`src/rtl/branch_cond_unit.sv`:
```
// Registered branch-condition resolver: capture -> evaluate -> one-cycle result strobe.
// Define BRANCH_STATS_EN to add saturating evaluation/taken counters.
module branch_cond_unit #(
  parameter int NUM_COND = 4,
  parameter int SEL_W    = 2,
  parameter int CNT_W    = 16
) (
  input  logic                clk,
  input  logic                reset,
  input  logic [NUM_COND-1:0] cond_in,
  input  logic [SEL_W-1:0]    branch_sel,
  input  logic                negate,
  input  logic                eval,
  input  logic                flush,
  output logic                busy,
  output logic                valid,
  output logic                taken,
  output logic                pc_write_cond,
  output logic                sel_err,
  output logic [CNT_W-1:0]    eval_count,
  output logic [CNT_W-1:0]    taken_count
);

  localparam int SEL_N = 1 << SEL_W;

  typedef enum logic [1:0] {IDLE, LATCH, RESOLVE} state_t;

  state_t              state_q, state_d;
  logic [NUM_COND-1:0] cond_cap_q, cond_cap_d;
  logic [SEL_W-1:0]    sel_cap_q, sel_cap_d;
  logic                neg_cap_q, neg_cap_d;
  logic                res_q, res_d;
  logic                err_q, err_d;
  logic                valid_q, valid_d;
  logic                pcw_q, pcw_d;
  logic                taken_q, taken_d;
  logic                sel_err_q, sel_err_d;
  logic                capture;
  logic [SEL_N-1:0]    cond_pad;
  logic [SEL_N-1:0]    sel_ok;

  // Pad the flags to the full select range; unpopulated indices are flagged as errors.
  always_comb begin
    cond_pad = '0;
    sel_ok   = '0;
    for (int i = 0; i < NUM_COND; i++) begin
      cond_pad[i] = cond_cap_q[i];
      sel_ok[i]   = 1'b1;
    end
  end

  always_comb begin
    state_d   = state_q;
    capture   = 1'b0;
    res_d     = res_q;
    err_d     = err_q;
    valid_d   = 1'b0;
    pcw_d     = 1'b0;
    taken_d   = taken_q;
    sel_err_d = sel_err_q;
    case (state_q)
      IDLE: begin
        if (eval) begin
          capture = 1'b1;
          state_d = LATCH;
        end
      end
      LATCH: begin
        res_d   = sel_ok[sel_cap_q] & (cond_pad[sel_cap_q] ^ neg_cap_q);
        err_d   = ~sel_ok[sel_cap_q];
        state_d = RESOLVE;
      end
      RESOLVE: begin
        valid_d   = 1'b1;
        pcw_d     = res_q;
        taken_d   = res_q;
        sel_err_d = err_q;
        if (eval) begin
          capture = 1'b1;
          state_d = LATCH;
        end else begin
          state_d = IDLE;
        end
      end
      default: state_d = IDLE;
    endcase
    // Flush abandons everything in flight, including a result about to be published.
    if (flush) begin
      state_d   = IDLE;
      capture   = 1'b0;
      valid_d   = 1'b0;
      pcw_d     = 1'b0;
      taken_d   = taken_q;
      sel_err_d = sel_err_q;
    end
    cond_cap_d = capture ? cond_in    : cond_cap_q;
    sel_cap_d  = capture ? branch_sel : sel_cap_q;
    neg_cap_d  = capture ? negate     : neg_cap_q;
  end

  always_ff @(posedge clk) begin
    if (reset) begin
      state_q   <= IDLE;
      valid_q   <= 1'b0;
      pcw_q     <= 1'b0;
      taken_q   <= 1'b0;
      sel_err_q <= 1'b0;
    end else begin
      state_q   <= state_d;
      valid_q   <= valid_d;
      pcw_q     <= pcw_d;
      taken_q   <= taken_d;
      sel_err_q <= sel_err_d;
    end
  end

  // Operand and result holding registers carry no reset; they are always written before use.
  always_ff @(posedge clk) begin
    cond_cap_q <= cond_cap_d;
    sel_cap_q  <= sel_cap_d;
    neg_cap_q  <= neg_cap_d;
    res_q      <= res_d;
    err_q      <= err_d;
  end

  assign busy          = (state_q == LATCH);
  assign valid         = valid_q;
  assign taken         = taken_q;
  assign pc_write_cond = pcw_q;
  assign sel_err       = sel_err_q;

`ifdef BRANCH_STATS_EN
  logic [CNT_W-1:0] eval_count_q, eval_count_d;
  logic [CNT_W-1:0] taken_count_q, taken_count_d;

  function automatic logic [CNT_W-1:0] sat_inc(input logic [CNT_W-1:0] v);
    return (&v) ? v : v + 1'b1;
  endfunction

  // valid_d is high exactly on a non-flushed RESOLVE cycle.
  always_comb begin
    eval_count_d  = valid_d ? sat_inc(eval_count_q) : eval_count_q;
    taken_count_d = (valid_d & pcw_d) ? sat_inc(taken_count_q) : taken_count_q;
  end

  always_ff @(posedge clk) begin
    if (reset) begin
      eval_count_q  <= '0;
      taken_count_q <= '0;
    end else begin
      eval_count_q  <= eval_count_d;
      taken_count_q <= taken_count_d;
    end
  end

  assign eval_count  = eval_count_q;
  assign taken_count = taken_count_q;
`else
  assign eval_count  = '0;
  assign taken_count = '0;
`endif

endmodule
```
`config.mk`:
```
export PLATFORM = sky130hd
export DESIGN_NAME = branch_cond_unit
export DESIGN_NICKNAME = d
export VERILOG_FILES = /design/src/rtl/branch_cond_unit.sv
export SDC_FILE = /design/constraint.sdc
export NUM_CORES = 1
export LEC_CHECK = 0
export ABC_AREA = 1
export CAP_MARGIN = 5
export CORE_MARGIN = 5
export CORE_UTILIZATION = 37
export CTS_CLUSTER_DIAMETER = 40
export DETAILED_ROUTE_END_ITERATION = 10
export PLACE_DENSITY_LB_ADDON = 0.25
export REMOVE_ABC_BUFFERS = 1
export SETUP_SLACK_MARGIN = 0.15
export SLEW_MARGIN = 5
export SYNTH_ARGS = -nofsm -noshare
export SYNTH_HDL_FRONTEND = slang
export SYNTH_SLANG_ARGS = --single-unit
```
`constraint.sdc`:
```
create_clock -name clk -period 2.8 [get_ports clk]
set_clock_uncertainty 0.15 [all_clocks]
set_input_delay 0.28 -clock clk [delete_from_list [all_inputs] [get_ports clk]]
set_output_delay 0.28 -clock clk [all_outputs]
set_load 0.03 [all_outputs]
```
==> qor.json, run 1 <==
{
  "run_status": {
    "status": "finished clean"
  },
  "global_route": {
    "global_route.usage.total": 0.06808,
    "grt_overflow_total": 0,
    "grt_pass1_vias": 316,
    "grt_pass1_wl_um": 1345,
    "grt_max_degree": 8,
    "antenna_found_initial": 0
  },
  "worst_hold_path": {
    "worstHoldStart": "state_q[1]",
    "hold_path_class": "flop to flop",
    "hold_path_depth": 1,
    "worstHoldEndpoint": "state_q[1]"
  },
  "final_layout": {
    "layout_common_cells": "sky130_fd_sc_hd__conb_1, sky130_fd_sc_hd__clkdlybuf4s50_1, sky130_fd_sc_hd__nand2_1, sky130_fd_sc_hd__edfxtp_1, sky130_fd_sc_hd__inv_1",
    "layout-area-overhead-vs-synth_pct": 11.05,
    "final_nets": 105,
    "mostFrequentLayoutCell": "sky130_fd_sc_hd__conb_1",
    "drive_gt1_frac": 0.08602,
    "insertedDiodeCount": 0,
    "area_of_all_placed_cells_without_fillers_um2": 804.5
  },
  "clock_network": {
    "clock_tree.htree_level_count": 1,
    "clk_transition_reported_paths_ns": 0.07,
    "ctsLongestPathBuffers": 2,
    "worst_skew_pair.late_latency_ns": 0.26,
    "cts.root.buffer_cell": "sky130_fd_sc_hd__clkbuf_4",
    "cts.hold.buffers_added": 0,
    "cts_post_setup_buffers_inserted": 0,
    "cts_tree": "done",
    "post_cts_resized": 0,
    "cts.sinks": 13,
    "cts-buffers-inserted": 3
  },
  "floorplanning": {
    "chipHeight_um": 54.25,
    "core_um2": 1922,
    "top_level_pins": 48,
    "chipWidth_um": 54.25,
    "die_area_um2": 2943,
    "num_rows": 16,
    "start_util": 0.3770
  },
  "critical_path": {
    "worst_setup_path_start_kind": "flop",
    "crit_type": "flop to primary output",
    "setup.reg_to_reg.worst_slack_ns": 1.62,
    "r2r-start": "sel_cap_q[0]",
    "wp_data_arrival_ns": 1.53,
    "crit_fanout": 3,
    "r2r_cells": 6,
    "worstReg2RegEnd": "res_q",
    "timing.critical_path.to_type": "primary output",
    "critical_path_required_time_ns": 2.37
  },
  "pwr": {
    "power.ir.vdd_worst_uv": 243.9,
    "leakagePower_nw": 0.3784,
    "power.density_nw_per_um2": 512.8
  },
  "yosys": {
    "mappedNetlistArea_um2": 724.4,
    "yosys_warnings": 0,
    "portion_of_the_post_synthesis_area_used_by_sequential_elements": 0.4698,
    "synth-seq-cells": 13,
    "syn_inst": 75,
    "synthDistinctLibCells": 13,
    "syn_area_per_cell_um2": 9.659
  },
  "placement": {
    "placedInstanceArea_um2": 778.2,
    "detailedPlacementHpwl_um": 891,
    "gp_congestion": 0.6361,
    "portBuffers": 14
  },
  "drt": {
    "antenna_left": 0,
    "vias_per_cell": 3.383,
    "routedWlPerCell_um": 8.475,
    "drt_iter0_drc": 2,
    "detailedRoute.firstPassIterationCount": 3,
    "drt-total-wl_um": 1017,
    "route.vias.total": 406,
    "drc": 0
  },
  "flow_run": {
    "max_cap_viol_count": 0
  },
  "sta": {
    "final_min_period_over_clock_period": 0.7006,
    "rsz_0062_raised_after_global_routing": "no",
    "tns_ns": 0,
    "finalWorstPathRequiredPeriod_ns": 1.962,
    "pins_over_slew_limit": 0,
    "max_clock_freq_ghz": 0.5098,
    "report.final.hold_viol_count": 0,
    "final-setup-viol-count": 0
  }
}
area by class of cell:
class	count	area, um^2
fill	198	1117
sequential	13	340.3
multi-input combinational	54	230.2
timing repair buffer	15	147.6
tap	27	33.78
clock buffer	4	26.28
inverter	7	26.28
metal layers:
layer	routed length, um	vias up	GRT usage
li1	-	202	-
met1	345	168	0.06949
met2	471	36	0.1155
met3	200	0	0.02997
met4	0	0	0.03734
met5	0	-	0
per-stage QoR:
stage          hold slack (ns)  worst slack, ns  power (mW)  cells    util
4_1_cts                 0.2991           0.8205      0.4174    120  0.4186
5_1_grt                 0.3296           0.7194      0.4335    120  0.4186
2_1_floorplan           0.2289            1.384      0.2851     74       -
3_3_place_gp            0.2806            1.153      0.3040    116  0.4049
3_5_place_dp            0.2879            1.138      0.3053    116  0.4049
6_report                0.3039           0.8384      0.4125    120  0.4186
synth_stat cells:
cell type	n	area (um^2)
sky130_fd_sc_hd__nand3_1	3	15.01
sky130_fd_sc_hd__buf_4	33	247.7
sky130_fd_sc_hd__nand2_2	1	6.260
sky130_fd_sc_hd__conb_1	1	3.750
sky130_fd_sc_hd__nor2_1	2	7.510
sky130_fd_sc_hd__inv_1	7	26.28
sky130_fd_sc_hd__edfxtp_1	8	240.2
sky130_fd_sc_hd__dfxtp_1	5	100.1
sky130_fd_sc_hd__or2_4	1	8.760
sky130_fd_sc_hd__nor2_4	1	11.26
sky130_fd_sc_hd__nor3_1	3	15.01
sky130_fd_sc_hd__o21ai_2	1	8.760
sky130_fd_sc_hd__nand2_1	9	33.78
flip-flops by register name, indices dropped and copies added, names as in the netlist:
signal,count
cond_cap_q,4
neg_cap_q,1
pc_write_cond,1
res_q,1
sel_cap_q,2
state_q,2
taken,1
valid,1
power by group:
group | switching (mW) | total (mW) | internal (mW)
Clock | 0.0554 | 0.110 | 0.0551
Sequential | 0.00251 | 0.212 | 0.210
Combinational | 0.0714 | 0.0898 | 0.0184
Total | 0.129 | 0.413 | 0.283
worst max path at each step:
| stage | startpoint | endpoint | depth (start not counted) | slack [ns] |
|---|---|---|---|---|
| 3_3_place_gp | state_q[0] | busy | 3 | 1.15 |
| 3_5_place_dp | state_q[0] | busy | 3 | 1.14 |
| 5_1_grt | state_q[0] | busy | 3 | 0.72 |
| 2_1_floorplan | state_q[0] | cond_cap_q[0] | 1 | 1.38 |
| 4_1_cts | state_q[0] | busy | 3 | 0.82 |
| 6_report | state_q[0] | busy | 3 | 0.84 |
critical path: stages (launching register included):
cell and delay, ns:
sky130_fd_sc_hd__dfxtp_1 0.35, sky130_fd_sc_hd__inv_1 0.07, sky130_fd_sc_hd__nor2_1 0.15, sky130_fd_sc_hd__clkdlybuf4s50_1 0.70
cells by family after synthesis:
family	count (synthesis)	synth area share
AO/OA/AOI/OAI	1	0.01209
buffers and inverters	40	0.3782
flip-flops	13	0.4698
other	1	0.005176
AND/OR/NAND/NOR	20	0.1347
No activity file was read; power rests on OpenSTA's default activity.
==> inputs of run 2 (changes only) <==
Settings changed: CORE_UTILIZATION 37 to 35.
Clock period 2.8 ns to 1.9 ns, I/O delays scaled along.
==> qor.json, run 2 (synthesis gave the netlist of run 1 again) <==
{
  "floorplanning": {
    "chipWidth": {"value": 55.50, "unit": "um", "change": "was 54.25 um"},
    "start_util": {"value": 0.3693, "change": "was 0.3770"},
    "top_level_pins": {"value": 48, "change": "unchanged"},
    "num_rows": {"value": 16, "change": "unchanged"},
    "core": {"value": 1962, "unit": "um^2", "change": "was 1922 um^2"},
    "die_area": {"value": 3080, "unit": "um^2", "change": "was 2943 um^2"},
    "chipHeight": {"value": 55.50, "unit": "um", "change": "was 54.25 um"}
  },
  "sta": {
    "max_clock_freq_ghz": 0.6192,
    "final-setup-viol-count": {"value": 0, "change": "unchanged"},
    "finalWorstPathRequiredPeriod_ns": 1.615,
    "final_min_period_over_clock_period": 0.8499,
    "report.final.hold_viol_count": {"value": 0, "change": "unchanged"},
    "tns": {"value": 0, "unit": "ns", "change": "unchanged"},
    "rsz_0062_raised_after_global_routing": {"value": "no", "change": "unchanged"},
    "pins_over_slew_limit": {"value": 0, "change": "unchanged"}
  },
  "global_route": {
    "grt_max_degree": {"value": 9, "change": "was 8"},
    "global_route.usage.total": {"value": 0.06283, "change": "was 0.06808"},
    "grt_pass1_vias": {"value": 374, "change": "was 316"},
    "grt_pass1_wl": {"value": 1511, "unit": "um", "change": "was 1345 um"},
    "antenna_found_initial": {"value": 0, "change": "unchanged"},
    "grt_overflow_total": {"value": 0, "change": "unchanged"}
  },
  "critical_path": {
    "worst_path_max_delay_cell": {"value": "sky130_fd_sc_hd__clkdlybuf4s50_1", "change": "unchanged"},
    "crit_path_max_incr_delay": {"value": 0.67, "unit": "ns", "change": "was 0.70 ns"},
    "wp_data_arrival": {"value": 1.27, "unit": "ns", "change": "was 1.53 ns"},
    "crit_family": {"value": "buffers and inverters", "change": "unchanged"},
    "path_cells": {"value": "clkdlybuf4s50_1", "change": "was inv_1, nor2_1, clkdlybuf4s50_1"},
    "timing.critical_path.to_type": {"value": "primary output", "change": "unchanged"},
    "crit_type": {"value": "flop to primary output", "change": "unchanged"},
    "worst-path-buf-inv": {"value": 1, "change": "was 2"},
    "worst_setup_path_start_kind": {"value": "flop", "change": "unchanged"},
    "critical_path_required_time": {"value": 1.56, "unit": "ns", "change": "was 2.37 ns"},
    "crit_fanout": {"value": 2, "change": "was 3"},
    "setup.reg_to_reg.worst_slack": {"value": 0.73, "unit": "ns", "change": "was 1.62 ns"}
  },
  "clock_network": {
    "cts.sinks": {"value": 13, "change": "unchanged"},
    "cts.root.buffer_cell": {"value": "sky130_fd_sc_hd__clkbuf_4", "change": "unchanged"},
    "worst_skew_pair.late_latency": {"value": 0.27, "unit": "ns", "change": "was 0.26 ns"},
    "clk_transition_reported_paths": {"value": 0.08, "unit": "ns", "change": "was 0.07 ns"},
    "clock_tree.htree_level_count": {"value": 1, "change": "unchanged"},
    "ctsLongestPathBuffers": {"value": 2, "change": "unchanged"},
    "cts_tree": {"value": "done", "change": "unchanged"},
    "cts-buffers-inserted": {"value": 3, "change": "unchanged"}
  },
  "placement": {
    "place.detailed.instances": {"value": 116, "change": "unchanged"},
    "detailedPlacementHpwl": {"value": 828.3, "unit": "um", "change": "was 891 um"},
    "portBuffers": {"value": 14, "change": "unchanged"},
    "gp_congestion": {"value": 0.5948, "change": "was 0.6361"}
  },
  "drt": {
    "route.vias.total": {"value": 424, "change": "was 406"},
    "detailedRoute.firstPassIterationCount": {"value": 2, "change": "was 3"},
    "routedWlPerCell": {"value": 7.558, "unit": "um", "change": "was 8.475 um"},
    "drt-total-wl": {"value": 907, "unit": "um", "change": "was 1017 um"},
    "vias_per_cell": {"value": 3.533, "change": "was 3.383"},
    "drt_iter0_drc": {"value": 3, "change": "was 2"},
    "drc": {"value": 0, "change": "unchanged"},
    "antenna_left": {"value": 0, "change": "unchanged"}
  },
  "pwr": {
    "power.ir.vdd_worst": {"value": 398.2, "unit": "uV", "change": "was 243.9 uV"},
    "power.density": {"value": 754.4, "unit": "nW/um^2", "change": "was 512.8 nW/um^2"},
    "leakagePower": {"value": 0.3852, "unit": "nW", "change": "was 0.3784 nW"}
  },
  "final_layout": {
    "final_nets": {"value": 105, "change": "unchanged"},
    "insertedDiodeCount": {"value": 0, "change": "unchanged"},
    "drive_gt1_frac": {"value": 0.09677, "change": "was 0.08602"},
    "layout_common_cells": {"value": "sky130_fd_sc_hd__conb_1, sky130_fd_sc_hd__clkdlybuf4s50_1, sky130_fd_sc_hd__nand2_1, sky130_fd_sc_hd__edfxtp_1, sky130_fd_sc_hd__inv_1", "change": "unchanged"},
    "final_cells": {"value": 120, "change": "unchanged"},
    "mostFrequentLayoutCell": {"value": "sky130_fd_sc_hd__conb_1", "change": "unchanged"},
    "layout-area-overhead-vs-synth": {"value": 11.05, "unit": "%", "change": "unchanged"},
    "max_ffs_per_register": {"value": 4, "change": "unchanged"},
    "final_core_utilization": {"value": 0.4101, "change": "was 0.4186"},
    "largest_regs": {"value": "cond_cap_q (4), sel_cap_q (2), state_q (2)", "change": "unchanged"},
    "max_flop_register": {"value": "cond_cap_q", "change": "unchanged"}
  },
  "run_status": {
    "status": {"value": "finished clean", "change": "unchanged"}
  },
  "worst_hold_path": {
    "hold_path_class": {"value": "flop to flop", "change": "unchanged"}
  },
  "flow_run": {
    "max_cap_viol_count": {"value": 0, "change": "unchanged"}
  }
}
## run 2: changes by cell type in the layout (fill, tap and decap cells not counted), sizes merged
| cell | before | now |
|---|---|---|
| dlygate4sd2 | 0 | 1 |
| clkbuf | 4 | 3 |
| clkinv | 0 | 1 |
| clkdlybuf4s50 | 14 | 13 |
## run 2: final timing paths
kind | depth (start not counted) | to | from
max | 1 | taken | taken
min | 1 | state_q[0] | state_q[0]
max reg2reg | 6 | res_q | sel_cap_q[0]
min reg2reg | 1 | state_q[0] | state_q[0]
## run 2: report_power, final
group | switching, mW | total (mW) | internal, mW | leakage [nW]
registers | 0.00354 | 0.313 | 0.309 | 0.115
clock network | 0.0863 | 0.164 | 0.0779 | 0.0177
logic | 0.104 | 0.130 | 0.0263 | 0.252
total | 0.194 | 0.607 | 0.413 | 0.385
## run 2: layer usage
layer,part of all wire,global-route usage,wire [um]
met5,0,0,0
met2,0.43,0.1047,391
met1,0.31,0.05682,283
met3,0.23,0.03030,210
met4,0.023,0.05208,21
## run 2: cell type report
| class | instances | area (um^2) |
|---|---|---|
| timing repair buffer | 15 | 146.4 |
| inverter | 7 | 26.28 |
| sequential | 13 | 340.3 |
| clock buffer | 3 | 22.52 |
| multi-input combinational | 54 | 230.2 |
| clock inverter | 1 | 5.005 |
| fill | 197 | 1157 |
| tap | 27 | 33.78 |
## run 2: what timing repair did
action                     4_1_cts  5_1_grt
hold buffers                     0        0
buffers inserted                 0        0
gates resized for setup          1        0
setup endpoints to repair        1        0
## run 2: metrics by stage
step	instance area (um^2)	worst slack (ns)	total power, mW	hold WS [ns]
final	804.5	0.2851	0.6069	0.3099
after global routing	804.5	0.2259	0.6378	0.3000
after CTS	804.5	0.2729	0.6121	0.3044
after detailed placement	778.2	0.3252	0.4483	0.2948
after global placement	778.2	0.3444	0.4477	0.2784
after floorplan	596.8	0.4835	0.4201	0.1389
==> inputs of run 3 (changes only) <==
Clock period 1.9 ns to 1.5 ns, I/O delays scaled along.
==> qor.json, run 3 (synthesis gave the netlist of run 1 again) <==
{
  "run_status": {
    "status": {"value": "finished clean", "change": "unchanged"}
  },
  "clock_network": {
    "ctsLongestPathBuffers": {"value": 2, "change": "unchanged"},
    "cts.root.buffer_cell": {"value": "sky130_fd_sc_hd__clkbuf_4", "change": "unchanged"},
    "clk_transition_reported_paths": {"value": 0.08, "unit": "ns", "change": "about the same"},
    "clock_tree.htree_level_count": {"value": 1, "change": "unchanged"},
    "cts-buffers-inserted": {"value": 3, "change": "unchanged"},
    "cts.sinks": {"value": 13, "change": "unchanged"},
    "worst_skew_pair.late_latency": {"value": 0.26, "unit": "ns", "change": "was 0.27 ns"},
    "cts_tree": {"value": "done", "change": "unchanged"}
  },
  "final_layout": {
    "final_nets": {"value": 105, "change": "unchanged"},
    "mostFrequentLayoutCell": {"value": "sky130_fd_sc_hd__conb_1", "change": "unchanged"},
    "largest_regs": {"value": "cond_cap_q (4), sel_cap_q (2), state_q (2)", "change": "unchanged"},
    "max_flop_register": {"value": "cond_cap_q", "change": "unchanged"},
    "max_ffs_per_register": {"value": 4, "change": "unchanged"},
    "drive_gt1_frac": {"value": 0.1075, "change": "was 0.09677"},
    "layout-area-overhead-vs-synth": {"value": 11.74, "unit": "%", "change": "was 11.05%"},
    "layout_common_cells": {"value": "sky130_fd_sc_hd__conb_1, sky130_fd_sc_hd__clkdlybuf4s50_1, sky130_fd_sc_hd__nand2_1, sky130_fd_sc_hd__edfxtp_1, sky130_fd_sc_hd__inv_1", "change": "unchanged"},
    "insertedDiodeCount": {"value": 0, "change": "unchanged"}
  },
  "placement": {
    "detailedPlacementHpwl": {"value": 843.6, "unit": "um", "change": "was 828.3 um"},
    "portBuffers": {"value": 14, "change": "unchanged"},
    "gp_congestion": {"value": 0.5871, "change": "was 0.5948"}
  },
  "critical_path": {
    "crit_fanout": {"value": 3, "change": "was 2"},
    "critical_path_required_time": {"value": 1.20, "unit": "ns", "change": "was 1.56 ns"},
    "timing.critical_path.to_type": {"value": "primary output", "change": "unchanged"},
    "worst_setup_path_start_kind": {"value": "flop", "change": "unchanged"},
    "wp_data_arrival": {"value": 0.99, "unit": "ns", "change": "was 1.27 ns"},
    "crit_type": {"value": "flop to primary output", "change": "unchanged"}
  },
  "drt": {
    "routedWlPerCell": {"value": 8.167, "unit": "um", "change": "was 7.558 um"},
    "routed-wl-met2": {"value": 411, "unit": "um", "change": "was 391 um"},
    "drc": {"value": 0, "change": "unchanged"},
    "drt-total-wl": {"value": 980, "unit": "um", "change": "was 907 um"},
    "route.vias.total": {"value": 430, "change": "was 424"},
    "routed-wl-met3": {"value": 215, "unit": "um", "change": "was 210 um"},
    "antenna_left": {"value": 0, "change": "unchanged"},
    "highest-signal-layer": {"value": "met4", "change": "unchanged"},
    "routedLengthMet1": {"value": 337, "unit": "um", "change": "was 283 um"},
    "vias_per_cell": {"value": 3.583, "change": "was 3.533"},
    "detailedRoute.firstPassIterationCount": {"value": 4, "change": "was 2"},
    "drt_iter0_drc": {"value": 2, "change": "was 3"}
  },
  "sta": {
    "final-setup-viol-count": {"value": 0, "change": "unchanged"},
    "pins_over_slew_limit": {"value": 0, "change": "unchanged"},
    "rsz_0062_raised_after_global_routing": {"value": "no", "change": "unchanged"},
    "report.final.hold_viol_count": {"value": 0, "change": "unchanged"},
    "tns": {"value": 0, "unit": "ns", "change": "unchanged"},
    "max_clock_freq_ghz": 0.7753,
    "final_min_period_over_clock_period": 0.8599,
    "finalWorstPathRequiredPeriod_ns": 1.290
  },
  "pwr": {
    "power.ir.vdd_worst": {"value": 448.0, "unit": "uV", "change": "was 398.2 uV"},
    "leakagePower": {"value": 0.3957, "unit": "nW", "change": "was 0.3852 nW"},
    "p_total": {"value": 769.7, "unit": "uW", "change": "was 606.9 uW"},
    "power.density": {"value": 950.8, "unit": "nW/um^2", "change": "was 754.4 nW/um^2"}
  },
  "global_route": {
    "grt_pass1_vias": {"value": 352, "change": "was 374"},
    "antenna_found_initial": {"value": 0, "change": "unchanged"},
    "grt_max_degree": {"value": 8, "change": "was 9"},
    "grt_overflow_total": {"value": 0, "change": "unchanged"},
    "grt_pass1_wl": {"value": 1483, "unit": "um", "change": "was 1511 um"},
    "global_route.usage.total": {"value": 0.06132, "change": "was 0.06283"}
  },
  "floorplanning": {
    "die_area": {"value": 3080, "unit": "um^2", "change": "unchanged"},
    "start_util": {"value": 0.3693, "change": "unchanged"},
    "top_level_pins": {"value": 48, "change": "unchanged"},
    "chipHeight": {"value": 55.50, "unit": "um", "change": "unchanged"},
    "core": {"value": 1962, "unit": "um^2", "change": "unchanged"},
    "chipWidth": {"value": 55.50, "unit": "um", "change": "unchanged"},
    "num_rows": {"value": 16, "change": "unchanged"}
  },
  "worst_hold_path": {
    "hold_path_class": {"value": "input port to flop", "change": "was flop to flop"}
  },
  "flow_run": {
    "max_cap_viol_count": {"value": 0, "change": "unchanged"}
  }
}
[run 3: repair_timing]
action                     in CTS  in global routing
hold buffers                    0                  0
setup endpoints to repair       4                  1
gates resized for setup         4                  2
buffers inserted                0                  0
[run 3: final cells by class]
cell class	count	area, um^2
Clock buffer	4	26.28
Timing Repair Buffer	15	145.1
Inverter	7	26.28
Sequential cell	13	340.3
Multi-Input combinational cell	54	237.7
Fill cell	210	1152
Tap cell	27	33.78
[run 3: path summary, 6_finish.rpt]
check | start | end | slack [ns] | cells past startpoint
max | state_q[0] | busy | 0.21 | 3
min | cond_in[1] | cond_cap_q[1] | 0.29 | 1
max reg2reg | sel_cap_q[0] | res_q | 0.33 | 6
min reg2reg | taken | taken | 0.32 | 2
[run 3: worst max-delay path, stage by stage (launching register included)]
cell and delay (ns):
sky130_fd_sc_hd__dfxtp_1 0.36, sky130_fd_sc_hd__inv_1 0.10, sky130_fd_sc_hd__nor2_4 0.12, sky130_fd_sc_hd__buf_6 0.14
[run 3: report_power, final]
group | switching, mW | leakage (nW) | total, mW | internal, mW
registers | 0.00504 | 0.115 | 0.397 | 0.392
clock network | 0.103 | 0.0150 | 0.206 | 0.103
logic | 0.133 | 0.266 | 0.167 | 0.0345
[run 3: metal layers]
layer	vias to the layer above	global-route usage
met1	185	0.06941
met4	0	0.05208
met5	-	0
met2	40	0.08615
met3	2	0.02797
li1	203	-
[run 3: per-stage QoR]
stage / area (um^2) / setup WS [ns] / instances / hold slack [ns] / util
finish: 809.5 / 0.2102 / 120 / 0.2879 / 0.4126
global placement: 775.7 / 0.09119 / 116 / 0.2863 / 0.3954
floorplan: 596.8 / 0.08350 / 74 / 0.09887 / -
detailed placement: 775.7 / 0.08744 / 116 / 0.2936 / 0.3954
CTS: 800.8 / 0.1900 / 120 / 0.2737 / 0.4082
global route: 809.5 / 0.1547 / 120 / 0.2698 / 0.4126
